<file path="src/rtl/sprite_compositor.sv">
// Two-stage sprite compositor: priority/transparency select, then colour substitution and GRB unpack.
// Optional flash effect for one layer is compiled in when COMPOSITOR_FLASH_EN is defined.
module sprite_compositor #(
  parameter int          NUM_LAYERS      = 3,
  parameter logic [23:0] BG_COLOR        = 24'h002000,
  parameter logic [23:0] TRANSPARENT_KEY = 24'h000000,
  parameter int          FLASH_LAYER     = 0,
  parameter logic [23:0] FLASH_COLOR     = 24'hFFFFFF,
  parameter int          FLASH_PERIOD    = 4,
  parameter int          FLASH_PHASES    = 6
) (
  input  logic                              Clk,
  input  logic                              Reset,
  input  logic                              pix_valid,
  input  logic [9:0]                        DrawX,
  input  logic [9:0]                        DrawY,
  input  logic [NUM_LAYERS-1:0]             layer_hit,
  input  logic [24*NUM_LAYERS-1:0]          layer_data,
  input  logic                              frame_start,
  input  logic                              flash_req,
  output logic [7:0]                        VGA_R,
  output logic [7:0]                        VGA_G,
  output logic [7:0]                        VGA_B,
  output logic                              out_valid,
  output logic [9:0]                        out_x,
  output logic [9:0]                        out_y,
  output logic [$clog2(NUM_LAYERS+1)-1:0]   out_layer,
  output logic                              flash_active
);

  localparam int LW = $clog2(NUM_LAYERS + 1);
  localparam logic [LW-1:0] BG_IDX    = LW'(NUM_LAYERS);
  localparam logic [LW-1:0] FLASH_IDX = LW'(FLASH_LAYER);

  logic [NUM_LAYERS-1:0] opaque;
  logic [LW-1:0]         win_idx;
  logic [23:0]           win_data;

  logic [LW-1:0] s1_layer_reg;
  logic [23:0]   s1_data_reg;
  logic          s1_valid_reg;
  logic [9:0]    s1_x_reg;
  logic [9:0]    s1_y_reg;

  logic          flash_on;
  logic [23:0]   color_next;

  generate
    for (genvar gi = 0; gi < NUM_LAYERS; gi++) begin : g_opaque
      assign opaque[gi] = layer_hit[gi] && (layer_data[24*gi +: 24] != TRANSPARENT_KEY);
    end
  endgenerate

  // Scan from lowest priority upward so the lowest opaque index is the last to overwrite.
  always_comb begin
    win_idx  = BG_IDX;
    win_data = BG_COLOR;
    for (int i = NUM_LAYERS - 1; i >= 0; i--) begin
      if (opaque[i]) begin
        win_idx  = LW'(i);
        win_data = layer_data[24*i +: 24];
      end
    end
  end

  always_ff @(posedge Clk or posedge Reset) begin
    if (Reset) begin
      s1_layer_reg <= '0;
      s1_data_reg  <= '0;
      s1_valid_reg <= 1'b0;
      s1_x_reg     <= '0;
      s1_y_reg     <= '0;
    end else begin
      s1_layer_reg <= win_idx;
      s1_data_reg  <= win_data;
      s1_valid_reg <= pix_valid;
      s1_x_reg     <= DrawX;
      s1_y_reg     <= DrawY;
    end
  end

`ifdef COMPOSITOR_FLASH_EN
  localparam int FW = (FLASH_PERIOD > 1) ? $clog2(FLASH_PERIOD) : 1;
  localparam int PW = (FLASH_PHASES > 1) ? $clog2(FLASH_PHASES) : 1;

  typedef enum logic [1:0] {IDLE, ON, OFF} flash_state_t;

  flash_state_t  state_reg, state_next;
  logic [FW-1:0] frame_cnt_reg, frame_cnt_next;
  logic [PW-1:0] phase_cnt_reg, phase_cnt_next;

  always_ff @(posedge Clk or posedge Reset) begin
    if (Reset) begin
      state_reg     <= IDLE;
      frame_cnt_reg <= '0;
      phase_cnt_reg <= '0;
    end else begin
      state_reg     <= state_next;
      frame_cnt_reg <= frame_cnt_next;
      phase_cnt_reg <= phase_cnt_next;
    end
  end

  // A request always restarts the sequence, even when it lands on a frame boundary.
  always_comb begin
    state_next     = state_reg;
    frame_cnt_next = frame_cnt_reg;
    phase_cnt_next = phase_cnt_reg;
    if (flash_req) begin
      state_next     = ON;
      frame_cnt_next = FW'(FLASH_PERIOD - 1);
      phase_cnt_next = PW'(FLASH_PHASES - 1);
    end else if (frame_start && (state_reg != IDLE)) begin
      if (frame_cnt_reg != '0) begin
        frame_cnt_next = frame_cnt_reg - 1'b1;
      end else if (phase_cnt_reg != '0) begin
        state_next     = (state_reg == ON) ? OFF : ON;
        frame_cnt_next = FW'(FLASH_PERIOD - 1);
        phase_cnt_next = phase_cnt_reg - 1'b1;
      end else begin
        state_next = IDLE;
      end
    end
  end

  assign flash_on     = (state_reg == ON);
  assign flash_active = (state_reg != IDLE);
`else
  logic unused_flash;
  assign unused_flash = flash_req ^ frame_start ^ (FLASH_PERIOD > 0) ^ (FLASH_PHASES > 0);
  assign flash_on     = 1'b0;
  assign flash_active = 1'b0;
`endif

  assign color_next = (flash_on && (s1_layer_reg == FLASH_IDX)) ? FLASH_COLOR : s1_data_reg;

  always_ff @(posedge Clk or posedge Reset) begin
    if (Reset) begin
      VGA_R     <= '0;
      VGA_G     <= '0;
      VGA_B     <= '0;
      out_valid <= 1'b0;
      out_x     <= '0;
      out_y     <= '0;
      out_layer <= '0;
    end else begin
      VGA_R     <= color_next[15:8];
      VGA_G     <= color_next[23:16];
      VGA_B     <= color_next[7:0];
      out_valid <= s1_valid_reg;
      out_x     <= s1_x_reg;
      out_y     <= s1_y_reg;
      out_layer <= s1_layer_reg;
    end
  end

endmodule

</file>
<file path="config.mk">
export PLATFORM = sky130hd
export DESIGN_NAME = sprite_compositor
export DESIGN_NICKNAME = d
export VERILOG_FILES = /design/src/rtl/sprite_compositor.sv
export SDC_FILE = /design/constraint.sdc
export NUM_CORES = 1
export LEC_CHECK = 0
export BUFFER_PORTS_ARGS = -buffer_cell sky130_fd_sc_hd__buf_2
export CAP_MARGIN = 20
export CORE_ASPECT_RATIO = 1.5
export CORE_MARGIN = 3
export CORE_UTILIZATION = 30
export DETAILED_ROUTE_END_ITERATION = 10
export SYNTH_ARGS = -nofsm -noshare
export SYNTH_HDL_FRONTEND = slang
export SYNTH_SLANG_ARGS = --single-unit
</file>
<file path="constraint.sdc">
create_clock -name Clk -period 3 [get_ports Clk]
set_input_delay 0.3 -clock Clk [delete_from_list [all_inputs] [get_ports Clk]]
set_output_delay 0.3 -clock Clk [all_outputs]
set_load 0.01 [all_outputs]
</file>
# Yosys cells after proc, flatten, opt, wreduce, memory -nomap -nowiden
# Index checks and enable logic that the tools add are counted.
[totals]
ff_bits = 94
input_bits = 100
output_inout_bits = 48
[op_classes]
mux = 6
n_reduce_logical = 6
[op_table]
columns = ["operator", "n"]
rows = [
  ["$mux 24", 3],
  ["$reduce_bool 24->1", 3],
  ["$mux 2", 2],
  ["$logic_and 1x1->1", 3],
  ["$mux 1", 1],
]

# Logic depth before layout (Yosys ltp)
[logic_depth]
word_depth = 5
ltp_mapped = 6
ltp_nobuf = 5

# Worst setup path before layout
# No wires, ideal clock.
[synth_path]
path_type = "input to register"
start = "input port layer_data[29]"
end = "register s1_layer_reg[0]"
arrival_ns = 1.322
slack_ns = 1.559
path_stages = 6
n_path_buf = 1
path_cell_list = "nor4_1 nand3_1 o22ai_4 buf_6 inv_2 o21a_1"
[synth_via]
elab_chain_cells = 4
[synth_lines]
columns = ["element", "line_no", "rtl"]
rows = [
  ["start, declared", "18", "input logic [24*NUM_LAYERS-1:0] layer_data,"],
  ["$reduce_bool 24->1", "50", "assign opaque[gi] = layer_hit[gi] && (layer_data[24*gi +: 24] != TRANSPARENT_KEY);"],
  ["$logic_and 1x1->1", "50", ""],
  ["$mux 2 (2 in a row)", "59", "if (opaque[i]) begin"],
  ["via win_idx[0]", "36", "logic [LW-1:0] win_idx;"],
  ["end signal, assigned", "74", "s1_layer_reg <= win_idx;"],
  ["end, declared", "39", "logic [LW-1:0] s1_layer_reg;"],
]
# The timed path passes the listed nets, and every way through them passes these cells.

# Worst setup path in the final report
[layout_path]
start = "input port layer_data[24]"
end = "register s1_data_reg[13], in the netlist color_next[13]"
[layout_via]
elab_chain_cells = 4
[layout_lines]
columns = ["element", "line_no", "rtl"]
rows = [
  ["$reduce_bool 24->1", "50", ""],
  ["$logic_and 1x1->1", "50", ""],
  ["$mux 24 (2 in a row)", "59", ""],
  ["via win_data[13]", "37", "logic [23:0] win_data;"],
  ["end signal, assigned", "75", "s1_data_reg <= win_data;"],
  ["end, declared", "40", "logic [23:0] s1_data_reg;"],
]
# The timed path passes the listed nets, and every way through them passes these cells.

==> flow_summary_export.csv <==
group,metric,value,unit
worst_setup_path,critPathRequiredTime,3.21,ns
timing,finalHoldViolCount,0,
final_layout,nNetsFinal,461,
final_layout,multi_input_area,674.4,sq um
timing,final.setup.tns,0,ns
grt,grt_max_degree,95,
detailed_routing,dr_total_vias,2175,
grt,first_global_vias,2135,
synth,yosys.area.top_type,"dfrtp_1",
final_layout,largest_register_ffs,24,
timing,tightest_slew,0.6442,ns
final_layout,drive_gt1_frac,0.5068,
synth,netlist_area,0.003107,sq mm
synth,synth_warnings,0,
cts,path_clk_slew,0.06,ns
worst_setup_path,setup.worst_path.class,"in -> reg",
timing,max-slew-margin-rel,0.5705,
timing,rsz0062_at_grt,"false",
cts,clk_path_buf_depth,2,
detailed_routing,drc,0,
synth,synthCells,213,
cts,cts_tree,"done",
detailed_routing,drt-total-wl,6973,um
cts,clock_latency,0.33,ns
floorplanning,rows,44,
floorplanning,io_pins,148,
grt,antenna_found_initial,0,
floorplanning,die-height,130.6,um
final_layout,areaGrowthSynthToFinish,37.90,%
synth,syn_nets,313,
timing,max_freq,570.6,MHz
grt,grt_usage,0.1245,
timing,fin_crit_sh,0.5841,
cts,clock_sinks,94,
floorplanning,die_x,89.09,um
floorplanning,core,0.009910,sq mm
cts,cts_made_buffers,9,
timing,finalMaxSlewViolations,0,
worst_setup_path,crit_fanout,25,
synth,synth_cell_types,22,
floorplanning,initial_utilization,0.3135,
synth,synthFlopType,"dfrtp_1",
placed_design,routabilityCongestion,0.9024,
synth,yosys_register_bits,94,
worst_setup_path,critPathMaxStageDelay,0.57,ns
synth,synthTopCellsByArea,"dfrtp_1 76%, a22oi_1 5.6%, a21oi_2 5.4%, nor4_1 3.6%, nor2_1 2.9%",
power_and_ir_drop,p_leak,0.002022,uW
detailed_routing,vias_per_cell,4.531,
final_layout,regArea,0.002352,sq mm
worst_setup_path,cp_cell_sequence,"buf_2, nor4_1, nand4_1, o22ai_4, nor3b_1, o22ai_1",
timing,skew,0.005509,ns
outcome,outcome,"finished, final reports clean",
detailed_routing,ant_nets,0,
job,drv_cap,0,
grt,grt_pass1_wl,10520,um
synth,synth_edf_count,0,
cts,htreeDepth,3,
synth,ys_seq_area_frac,0.7571,
worst_setup_path,slowest_stage,"o22ai_4",
detailed_routing,dr.pass1.iters,4,
synth,ys_top_cells_by_count,"94 x dfrtp_1, 24 x nor2_1, 23 x a22oi_1",
timing,period_minus_slack,1.752,ns
grt,grt.overflow.total,0,
cts,cts_resized,0,
cts,cts_root_buffer,"clkbuf_16",
synth,async_reset_ff_frac,1.000,
timing,setup_viol,0,
placed_design,hpwl,5522,um
worst_setup_path,cp-end-kind,"register",
power_and_ir_drop,p_per_area,658.9,mW/mm^2
min_path,hp-class,"in -> reg",
final_layout,fillers,954,
final_layout,diodes,0,
worst_setup_path,critPathLaunchType,"input port",
detailed_routing,drt_iter0_markers,38,
power_and_ir_drop,power,2823,uW
synth,synth.most_common_cell,"dfrtp_1",
placed_design,portBuffers,144,
floorplanning,die_area,0.01164,sq mm
synth,synth.top_cell.area_share,0.7571,
synth,avgSynthCellArea,14.59,sq um
detailed_routing,wire_per_inst,14.53,um
worst_setup_path,arrival,1.96,ns
power_and_ir_drop,vdd_ir_drop_max,0.2198,mV
## routing by layer
metal | wire, um | share of wire | global-route usage
met5 | 0 | 0 | 0
met4 | 200 | 0.029 | 0.07800
met3 | 481 | 0.069 | 0.03074
met2 | 3472 | 0.50 | 0.2015
met1 | 2819 | 0.40 | 0.1461
## cells in the final DEF, fill, tap and decap left out, drive strengths merged
cell | netlist | layout
a21oi | 23 | 23
a22oi | 23 | 23
and2 | 1 | 1
buf | 11 | 147
bufinv | 0 | 2
clkbuf | 0 | 10
clkinv | 0 | 1
clkinvlp | 0 | 2
conb | 1 | 1
dfrtp | 94 | 94
dlygate4sd3 | 0 | 1
inv | 4 | 4
nand2 | 3 | 3
nand3 | 1 | 1
nand4 | 3 | 3
nor2 | 24 | 24
nor3b | 1 | 1
nor4 | 18 | 18
o21a | 1 | 1
o21ai | 3 | 3
o22ai | 2 | 2
## worst max-delay path, delay by kind of cell
family / cells / cell delay (ns)
AOI/OAI and AO/OA: 2 / 0.68
and+or+nand+nor: 3 / 0.88
buffers and inverters: 1 / 0.11
## final timing paths
kind                                   to  cells after the start  slack, ns            from
min reg2reg                      out_y[4]                      0       0.35     s1_y_reg[4]
min                           s1_y_reg[7]                      1       0.07        DrawY[7]
max                        color_next[13]                      6       1.25  layer_data[24]
min in group asynchronous     s1_x_reg[6]                      3       0.45           Reset
max reg2reg                     out_valid                      0       2.52    s1_valid_reg
max in group asynchronous        out_x[3]                      4       1.92           Reset
## through the flow
stage / hold slack (ns) / worst slack [ns] / instances / utilization / area, sq um
2_1_floorplan: 0.3312 / 0.2513 / 213 / - / 3107
3_3_place_gp: 0.3313 / 0.9426 / 463 / 0.3960 / 3924
3_5_place_dp: 0.3347 / 0.9186 / 463 / 0.3960 / 3924
4_1_cts: 0.05530 / 1.267 / 478 / 0.4285 / 4247
5_1_grt: 0.05641 / 1.120 / 480 / 0.4323 / 4284
6_report: 0.07040 / 1.248 / 480 / 0.4323 / 4284
## kinds of logic (layout without fill, tap and decap cells)
group | after synthesis | after routing | share of synthesized area
buffers and inverters | 15 | 167 | 0.02819
and+or+nand+nor | 51 | 51 | 0.08095
AOI/OAI and AO/OA | 52 | 52 | 0.1325
DFF | 94 | 94 | 0.7571
other | 1 | 1 | 0.001207
## final cells by class
class                           instances  area share
Clock buffer                           10     0.05578
Clock inverter                          5     0.01957
Inverter                                4    0.004089
Multi-Input combinational cell        104      0.1574
Sequential cell                        94      0.5491
Tap cell                              115     0.03359
Timing Repair Buffer                  148      0.1805
## power by group
group / total, uW / internal (uW) / switching, uW
registers: 1370 / 1350 / 19.3
clock network: 1180 / 748 / 430
logic: 271 / 116 / 155
total: 2820 / 2220 / 605
## repair_timing
action                                  4_1_cts  5_1_grt
hold endpoints to repair                      0       17
setup buffers                                 0        0
hold buffers                                  0        1
endpoints found under the setup margin        0        0
Power figures use the tool's default switching activity.
